**src/rtl/station_pkg.sv**
```systemverilog
// Shared types and opcode encodings for the station command controller.
package station_pkg;

    typedef enum logic {
        IDLE,
        TRANSIT
    } cntrl_state_t;

    localparam logic [1:0] OP_STOP = 2'b00;
    localparam logic [1:0] OP_GO   = 2'b01;

endpackage

```
**src/rtl/buzz_gen.sv**
```systemverilog
// Piezo buzzer square-wave generator; runs only while enabled, otherwise held cleared.
module buzz_gen #(
    parameter int unsigned BUZZ_HALF = 6250
) (
    input  logic clk,
    input  logic rst,
    input  logic en,
    output logic buzz,
    output logic buzz_n
);

    logic [12:0] cnt;

    always_ff @(posedge clk) begin
        if (rst || !en) begin
            cnt  <= '0;
            buzz <= 1'b0;
        end else if (cnt == 13'(BUZZ_HALF - 1)) begin
            cnt  <= '0;
            buzz <= ~buzz;
        end else begin
            cnt  <= cnt + 13'd1;
        end
    end

    assign buzz_n = ~buzz;

endmodule

```
**src/rtl/station_cmd_cntrl.sv**
```systemverilog
// Command controller: accepts UART commands and barcode station IDs, stops at the
// destination station, gates motion on OK2Move and sounds the buzzer while blocked.
module station_cmd_cntrl
    import station_pkg::*;
#(
    parameter int unsigned BUZZ_HALF = 6250
) (
    input  logic       clk,
    input  logic       rst,
    input  logic       cmd_rdy,
    input  logic [7:0] cmd,
    output logic       clr_cmd_rdy,
    input  logic       ID_vld,
    input  logic [7:0] ID,
    output logic       clr_ID_vld,
    input  logic       OK2Move,
    output logic       go,
    output logic       in_transit,
    output logic       buzz,
    output logic       buzz_n
);

    cntrl_state_t state, state_nxt;
    logic [5:0]   dest, dest_nxt;
    logic         cmd_acc, id_acc;

    // A request is taken only while its clear pulse is low, so the cycle that
    // acknowledges it cannot take it a second time.
    assign cmd_acc = cmd_rdy & ~clr_cmd_rdy;
    assign id_acc  = ID_vld & ~clr_ID_vld;

    always_ff @(posedge clk) begin
        if (rst) begin
            state       <= IDLE;
            dest        <= '0;
            clr_cmd_rdy <= 1'b0;
            clr_ID_vld  <= 1'b0;
        end else begin
            state       <= state_nxt;
            dest        <= dest_nxt;
            clr_cmd_rdy <= cmd_acc;
            clr_ID_vld  <= id_acc;
        end
    end

    // A command in the same cycle as an ID wins; that ID is acknowledged but not compared.
    always_comb begin
        state_nxt = state;
        dest_nxt  = dest;
        if (cmd_acc) begin
            case (cmd[7:6])
                OP_GO: begin
                    state_nxt = TRANSIT;
                    dest_nxt  = cmd[5:0];
                end
                OP_STOP: state_nxt = IDLE;
                default: ;
            endcase
        end else if (id_acc && state == TRANSIT && ID == {2'b00, dest}) begin
            state_nxt = IDLE;
        end
    end

    assign in_transit = (state == TRANSIT);
    assign go         = in_transit & OK2Move;

    buzz_gen #(
        .BUZZ_HALF(BUZZ_HALF)
    ) u_buzz_gen (
        .clk    (clk),
        .rst    (rst),
        .en     (in_transit & ~OK2Move),
        .buzz   (buzz),
        .buzz_n (buzz_n)
    );

endmodule

```
**config.mk**
```make
export PLATFORM = sky130hd
export DESIGN_NAME = station_cmd_cntrl
export DESIGN_NICKNAME = d
export VERILOG_FILES = /design/src/rtl/station_pkg.sv /design/src/rtl/buzz_gen.sv /design/src/rtl/station_cmd_cntrl.sv
export SDC_FILE = /design/constraint.sdc
export NUM_CORES = 1
export LEC_CHECK = 0
export CAP_MARGIN = 10
export CORE_MARGIN = 2
export CORE_UTILIZATION = 40
export DETAILED_ROUTE_END_ITERATION = 16
export PLACE_DENSITY_LB_ADDON = 0.1
export SETUP_SLACK_MARGIN = 0.3
export SYNTH_ARGS = -nofsm -noshare
export SYNTH_HDL_FRONTEND = slang
export SYNTH_SLANG_ARGS = --single-unit
```
**constraint.sdc**
```tcl
create_clock -name clk -period 4.45 [get_ports clk]
set_input_delay 0.89 -clock clk [delete_from_list [all_inputs] [get_ports clk]]
set_output_delay 0.89 -clock clk [all_outputs]
set_load 0.005 [all_outputs]
```
After elaboration in Yosys (flattened, before gate mapping)
Cells that the tools add are included.
Widths: inputs -> output; s select.
{ "op_classes": {"addsub": 1, "n_eq_ne": 4, "mux": 3, "n_bitwise": 8, "n_reduce_logical": 9} }
{ "ops": {"columns": ["op", "n"], "rows": [
  ["$add 13x1->13 const B", 1],
  ["$eq 13x13->1 const B", 1],
  ["$eq 8x6->1", 1],
  ["$and 1x1->1", 4],
  ["$not 1->1", 4],
  ["$reduce_and 2->1", 2],
  ["$ne 3x1->1 const B", 1],
  ["$eq 2x1->1 const B", 1],
  ["$logic_and 1x1->1", 2],
  ["$logic_not 2->1", 1],
  ["$mux 1", 2],
  ["$pmux 1 s2", 1],
  ["$reduce_bool 2->1", 1],
  ["$reduce_or 2->1", 1],
  ["$logic_not 1->1", 1],
  ["$logic_or 1x1->1", 1]
]} }
{ "word_totals": {"ff_bits": 23, "output_inout_bits": 6, "elab_cells": 31} }

Depth between registers and ports, before layout
Gate-level depths: netlist of run 1.
{ "logic_depth": {"word_depth": 6, "mapped_depth": 6, "ltp_nobuf": 5} }

Hierarchy
From an unflattened synthesis of run 1, not the netlist that was laid out.
{ "hier_totals": {"cells_unflattened": 111, "hier_area_um2": 1098.6} }
{ "by_module_without_submodules": {"columns": ["module", "instances", "cells_each", "area_each_um2"], "rows": [
  ["buzz_gen", 1, 69, 676.9],
  ["station_cmd_cntrl", 1, 42, 421.7]
]} }

Least setup slack after synthesis of run 1
Ideal clock, no wire load.
{ "synth_timing": {"path_kind": "in2out", "from": "input port OK2Move", "to": "output port go", "arrival_ns": 1.033, "required_ns": 3.560, "path_slack_ns": 2.527, "stages": 1, "cell_sequence": "and2_1"} }
{ "synth_between": {"elab_chain_len": 1} }
{ "synth_lines": {"columns": ["element", "line", "text"], "rows": [
  ["start: declaration", "station_cmd_cntrl.sv:16", "input logic OK2Move,"],
  ["$and 1x1->1", "station_cmd_cntrl.sv:65", "assign go = in_transit & OK2Move;"],
  ["end: declaration", "station_cmd_cntrl.sv:17", "output logic go,"]
]} }
Every way passes these cells.

Worst setup path in the final report of run 1
Ends and elaborated chain as after synthesis.

==> impl_summary.txt, run 1 <==
----------------------------------------------------
[Status]
  Run status ... completed

[Job]
  Number of max-capacitance violations reported ... 0

[Yosys]
  Post-synthesis sequential area ratio ... 42.2%
  Syn avg cell area ... 9.42 um2
  Proportion of netlist area held by the largest area contributor ... 42.2%
  Synthesized net count ... 139
  Post-Synthesis Cell Area ... 0.00109 mm2
  Number of distinct library cell variants in the gate-level netlist after synthesis ... 33
  Yosys top cell by area ... dfxtp_1
  Synthesis-stage register bit count ... 23
  Post-Syn Instances ... 116
  Main area contributors after synthesis ... dfxtp_1 (42%), mux2i_1 (6.4%), xor2_1 (5.6%)
  Warning count from the yosys run ... 0

[Routing]
  Final wirelength ... 2280 um
  WL met1 ... 1040 um
  Post-route DRC violation count ... 0
  Post-detailed-route count of antenna-violating nets ... 0
  Number of vias per cell after detailed routing ... 5.39
  Top metal layer carrying routed signals ... met4
  Via total after detailed routing ... 932
  Number of violations reported at the end of detailed-routing iteration 0 ... 21
  Iteration count of the initial detailed-routing pass ... 4
  Post-DR wirelength/cell ... 13.2 um
  Routed wire length on met2 ... 1130 um
  Met3 Wirelength ... 96 um

[STA]
  Achievable clock frequency ... 0.346 GHz
  Rel. slew slack ... 51.9%
  Number of setup violations in the final report ... 0
  Transition at the pin with the smallest max-transition slack ... 0.716 ns
  Final Hold Viols ... 0
  Min setup slack post-route ... 1.56 ns
  Post-route clock skew ... 0.00766 ns
  Final period util ... 65.0%
  Final max-slew violation count ... 0
  Final critical path time including I/O delays and setup ... 2.89 ns
  Final TNS setup ... 0 ns
  RSZ-0062 raised after global routing ... no

[CTS]
  Later-pin clock latency in the skew report ... 0.31 ns
  Total CTS buffers ... 3
  Post-cts repair resize count ... 0
  Number of clock sinks seen by CTS ... 23
  Buffers inserted during post-CTS setup optimization ... 0
  Number of buffers added to fix hold violations after cts ... 0
  Buffers from clock root to sink, at most ... 2
  Clock-pin transition on the worst setup and hold timing paths ... 0.14 ns
  Library cell used as clock root buffer ... clkbuf_4
  CTS H-tree lvls ... 1
  Clock tree from TritonCTS ... yes

[Die]
  Die outline height ... 56.3 um
  Initial Utilization ... 43.3%
  Area of the die ... 0.00316 mm2
  Die boundary width ... 56.3 um
  Std-Cell Rows ... 18
  IO Pins ... 27
  Core Area ... 0.00252 mm2

[Critical path]
  Crit path DAT ... 2.00 ns
  Top Family by Delay on Critical Path ... buffers and inverters
  Category of the critical setup timing path ... in -> out
  Critical path's largest stage delay ... 0.49 ns
  Worst setup SP type ... input pin
  Highest net fanout along the worst path ... 3
  Endpoint class of the critical path ... output pin
  Library cell contributing the largest single delay on the critical path ... clkdlybuf4s50_1
  Critical path buffer and inverter count ... 2
  Cell occurring most often along the worst timing path ... clkdlybuf4s50_1
  Cell chain of the critical path ... clkdlybuf4s50_1 -> and2_1 -> clkdlybuf4s50_1
  Required time at the endpoint of the critical path ... 3.56 ns

[Place]
  Instance count after placement with tap cells included ... 169
  Worst slack after detailed placement ... 1.56 ns
  Gp weighted congestion ... 0.730
  Number of port buffers ... 26
  DP HPWL ... 1670 um

[Global route]
  Number of antenna violations at the first check in global routing ... 0
  Wire length of the first global-routing pass ... 3820 um
  Number of global-route vias before repair ... 909
  Largest net degree at the start of global routing ... 14
  Sum of overflow across all layers after global routing ... 0
  GRT Resource Usage Total ... 14.9%

[Pwr]
  Share of power burned in registers ... 61.0%
  Pwr dens ... 248 mW/mm2
  Cell internal pwr ... 0.000268 W
  Proportion of power drawn by combinational gates ... 10.3%
  Net load switching power ... 0.0000795 W
  Switching share of power ... 22.9%
  Cell leakage power ... 0.453 nW
  Worst vdd ir ... 169 uV
  Share of total power in the clock network ... 28.6%

[Final layout]
  Cell Count, Final, Fillers Out ... 173
  Total number of nets in the final design ... 167
  Antenna diode instance count ... 0
  Most common library cell in the layout ignoring fill and taps ... clkdlybuf4s50_1
  Area added between synthesis and finish ... 28.2%
  Share of cells above drive strength 1 ... 8.39%
  Commonest non-fill, non-tap cells in the layout ... clkdlybuf4s50_1 (26), dfxtp_1 (23), nor2_1 (9)

[Worst hold path]
  Hold Crit Class ... reg -> reg

----------------------------------------------------
-- cell families after synthesis --
| logic type | Yosys count | share of synthesized area (%) |
|---|---|---|
| compound gates | 19 | 11.8 |
| xor+xnor | 9 | 7.22 |
| fa+ha+maj | 2 | 2.29 |
| buf+inv | 10 | 4.35 |
| flops | 23 | 42.2 |
| mux | 7 | 6.41 |
| simple gates | 46 | 25.8 |
-- layout make-up --
type                    count  area (um2)
fillers                   241        1120
multi-input cells          83         584
inverters                   6        22.5
clock buffers               3        22.5
clock inverters             1        5.00
flip-flops and latches     23         460
well taps                  30        37.5
repair buffers             27         268
-- metal layers --
metal	GRT usage, %	vias to the layer above
li1	-	481
met1	18.3	426
met2	25.0	23
met3	3.69	2
met4	5.78	0
met5	0	-
-- final timing paths --
check | start | endpoint | slack [ns] | cells after the start
worst min-delay path | u_buzz_gen.buzz | u_buzz_gen.buzz | 0.50 | 2
worst min register to register | u_buzz_gen.buzz | u_buzz_gen.buzz | 0.50 | 2
worst max-delay path | OK2Move | go | 1.56 | 3
worst max register to register | u_buzz_gen.cnt[7] | u_buzz_gen.buzz | 2.56 | 3
-- registers in the layout (all words and copies together) (netlist names) --
name             flops
in_transit           1
u_buzz_gen.buzz      1
clr_cmd_rdy          1
dest                 6
clr_ID_vld           1
u_buzz_gen.cnt      13
-- stage by stage --
step	hold slack, ns	utilization [%]	instance area (um2)	total power, W
finish	0.497	55.5	1400	0.000347
CTS	0.503	55.5	1400	0.000351
detailed placement	0.481	54.4	1370	0.000252
global route	0.520	55.5	1400	0.000360
floorplan	0.451	-	1090	0.000228
global placement	0.457	54.4	1370	0.000252
-- synth_stat cells, drive strengths merged --
library cell	count
dfxtp	23
nand2	5
or4	4
o21ai	4
nor4bb	1
a2111oi	2
or3	4
xnor2	2
nor2	9
a211oi	6
mux2i	7
xor2	7
nor3	6
a311oi	1
and2	1
or2	1
a21oi	3
nand4	3
or3b	2
nand2b	1
ha	2
clkbuf	1
nor4	2
inv	6
nand3	5
buf	3
o31ai	3
nor3b	2
-- power groups by stage --
stage | sequential, W | combinational, W | clock [W]
6_report | 0.000212 | 0.0000359 | 0.0000994
5_1_grt | 0.000212 | 0.0000392 | 0.000108
4_1_cts | 0.000212 | 0.0000361 | 0.000103
3_5_place_dp | 0.000216 | 0.0000360 | 0
3_3_place_gp | 0.000216 | 0.0000355 | 0
2_1_floorplan | 0.000216 | 0.0000120 | 0
-- worst reg2reg max path, stage by stage (launching register included) --
cell	delay, ns
dfxtp_1	0.37
or4_4	0.55
nor4_4	0.67
mux2i_1	0.25
(Power assumes the default switching activity.)
==> run 2: changes to the inputs <==
clock period = 2.9 ns   (was 4.45 ns; I/O delays follow)
==> run 2 against run 1 <==
First-iteration DRC count grew 43%. Combinational power rose by 52%. Total power increased by 52%. Sequential share of layout area is the same. Sequential power rose by 53%. Critical endpoint unchanged. Largest power group unchanged. Highest routed layer unchanged.
==> impl_summary.txt, run 2 (synthesis gave the netlist of run 1 again) <==
----------------------------------------------------
[Status]
  Run status ... completed

[CTS]
  Number of clock sinks seen by CTS ... 23
  CTS H-tree lvls ... 1
  Buffers from clock root to sink, at most ... 2
  Post-cts repair resize count ... 0
  Clock tree from TritonCTS ... yes
  Total CTS buffers ... 3
  Later-pin clock latency in the skew report ... 0.31 ns
  Clock-pin transition on the worst setup and hold timing paths ... 0.14 ns
  Number of buffers added to fix hold violations after cts ... 0
  Buffers inserted during post-CTS setup optimization ... 0
  Library cell used as clock root buffer ... clkbuf_4

[Pwr]
  Switching share of power ... 22.5%
  Pwr dens ... 378 mW/mm2
  Share of total power in the clock network ... 28.3%
  Proportion of power drawn by combinational gates ... 10.3%
  Share of power burned in registers ... 61.4%
  Cell internal pwr ... 0.000410 W
  Power, Total ... 0.000529 W
  Cell leakage power ... 0.453 nW
  Worst vdd ir ... 281 uV
  Net load switching power ... 0.000119 W

[Final layout]
  Max reg flops ... 13
  Utilization after layout ... 55.5%
  Biggest regs ... u_buzz_gen.cnt x13, dest x6
  Antenna diode instance count ... 0
  Share of cells above drive strength 1 ... 8.39%
  Commonest non-fill, non-tap cells in the layout ... clkdlybuf4s50_1 (26), dfxtp_1 (23), nor2_1 (9)
  Register name with the most flops ... u_buzz_gen.cnt
  Most common library cell in the layout ignoring fill and taps ... clkdlybuf4s50_1
  Area added between synthesis and finish ... 28.2%
  Total number of nets in the final design ... 167

[STA]
  Final TNS setup ... 0 ns
  Rel. slew slack ... 54.9%
  Final period util ... 78.5%
  Final max-slew violation count ... 0
  Post-route clock skew ... 0.0147 ns
  Final critical path time including I/O delays and setup ... 2.28 ns
  Transition at the pin with the smallest max-transition slack ... 0.671 ns
  Number of setup violations in the final report ... 0
  RSZ-0062 raised after global routing ... no
  Final Hold Viols ... 0
  Achievable clock frequency ... 0.439 GHz

[Worst hold path]
  Worst hold path stage count ... 2
  Hold path endpoint ... u_buzz_gen.buzz
  Startpoint of the lowest-slack hold path ... u_buzz_gen.buzz
  Hold Crit Class ... reg -> reg

[Critical path]
  Internal reg-to-reg setup slack ... 1.03 ns
  Required time at the endpoint of the critical path ... 2.32 ns
  Crit path DAT ... 1.70 ns
  FF-to-FF path depth ... 3
  Endpoint of the most critical register-to-register path ... u_buzz_gen.buzz
  Startpoint of the worst-slack reg-to-reg timing path ... u_buzz_gen.cnt[7]
  Worst setup SP type ... input pin
  Highest net fanout along the worst path ... 3
  Category of the critical setup timing path ... in -> out
  Endpoint class of the critical path ... output pin

[Place]
  Gp weighted congestion ... 0.746
  Number of port buffers ... 26
  DP HPWL ... 1610 um

[Global route]
  Sum of overflow across all layers after global routing ... 0
  GRT Resource Usage Total ... 13.9%
  Largest net degree at the start of global routing ... 14
  Number of global-route vias before repair ... 857
  Number of antenna violations at the first check in global routing ... 0
  Wire length of the first global-routing pass ... 3570 um

[Die]
  Core Area ... 0.00252 mm2
  Die outline height ... 56.3 um
  Die boundary width ... 56.3 um
  Area of the die ... 0.00316 mm2
  IO Pins ... 27
  Initial Utilization ... 43.3%
  Std-Cell Rows ... 18

[Routing]
  Post-detailed-route count of antenna-violating nets ... 0
  Final wirelength ... 2090 um
  Iteration count of the initial detailed-routing pass ... 4
  Post-route DRC violation count ... 0
  Via total after detailed routing ... 917
  Post-DR wirelength/cell ... 12.1 um
  Number of vias per cell after detailed routing ... 5.30
  Number of violations reported at the end of detailed-routing iteration 0 ... 30

[Job]
  Number of max-capacitance violations reported ... 0

----------------------------------------------------
-- run 2: cell counts in the layout (fill, tap and decap cells not counted) --
No cell type changed its count.
-- run 2: metrics by stage --
stage                     hold slack, ns  instance area (um2)  cells  setup slack, ns
after global routing               0.536                 1400    173            0.593
after CTS                          0.500                 1400    173            0.621
after floorplan                    0.451                 1090    116             1.38
final                              0.494                 1400    173            0.622
after detailed placement           0.483                 1370    169            0.621
after global placement             0.456                 1370    169            0.631
-- run 2: layer usage --
metal	GRT usage [%]	vias to the layer above	wire (um)
li1	-	478	-
met1	15.5	414	926
met2	25.7	23	1060
met3	4.38	2	97
met4	2.72	0	10
met5	0	-	0
-- run 2: how the worst max path moves through the flow --
| stage | startpoint | endpoint |
|---|---|---|
| floorplan | u_buzz_gen.cnt[7] | u_buzz_gen.cnt[11] |
| global placement | OK2Move | go |
| detailed placement | OK2Move | go |
| CTS | OK2Move | go |
| global route | OK2Move | go |
| finish | OK2Move | go |
-- run 2: layout make-up --
| type | count | area (um2) |
|---|---|---|
| fillers | 231 | 1120 |
| multi-input cells | 83 | 584 |
| flip-flops and latches | 23 | 460 |
| repair buffers | 27 | 268 |
| well taps | 30 | 37.5 |
| clock buffers | 3 | 22.5 |
| inverters | 6 | 22.5 |
| clock inverters | 1 | 5.00 |
-- run 2: critical path, cell delays in order --
cell,delay (ns)
clkdlybuf4s50_1,0.50
and2_1,0.13
clkdlybuf4s50_1,0.49
-- run 2: power by group through the flow --
stage | sequential, W | clock [W] | combinational [W]
floorplan | 0.000331 | 0 | 0.0000185
global placement | 0.000332 | 0 | 0.0000545
detailed placement | 0.000332 | 0 | 0.0000552
CTS | 0.000325 | 0.000155 | 0.0000553
global route | 0.000326 | 0.000166 | 0.0000598
finish | 0.000325 | 0.000150 | 0.0000545
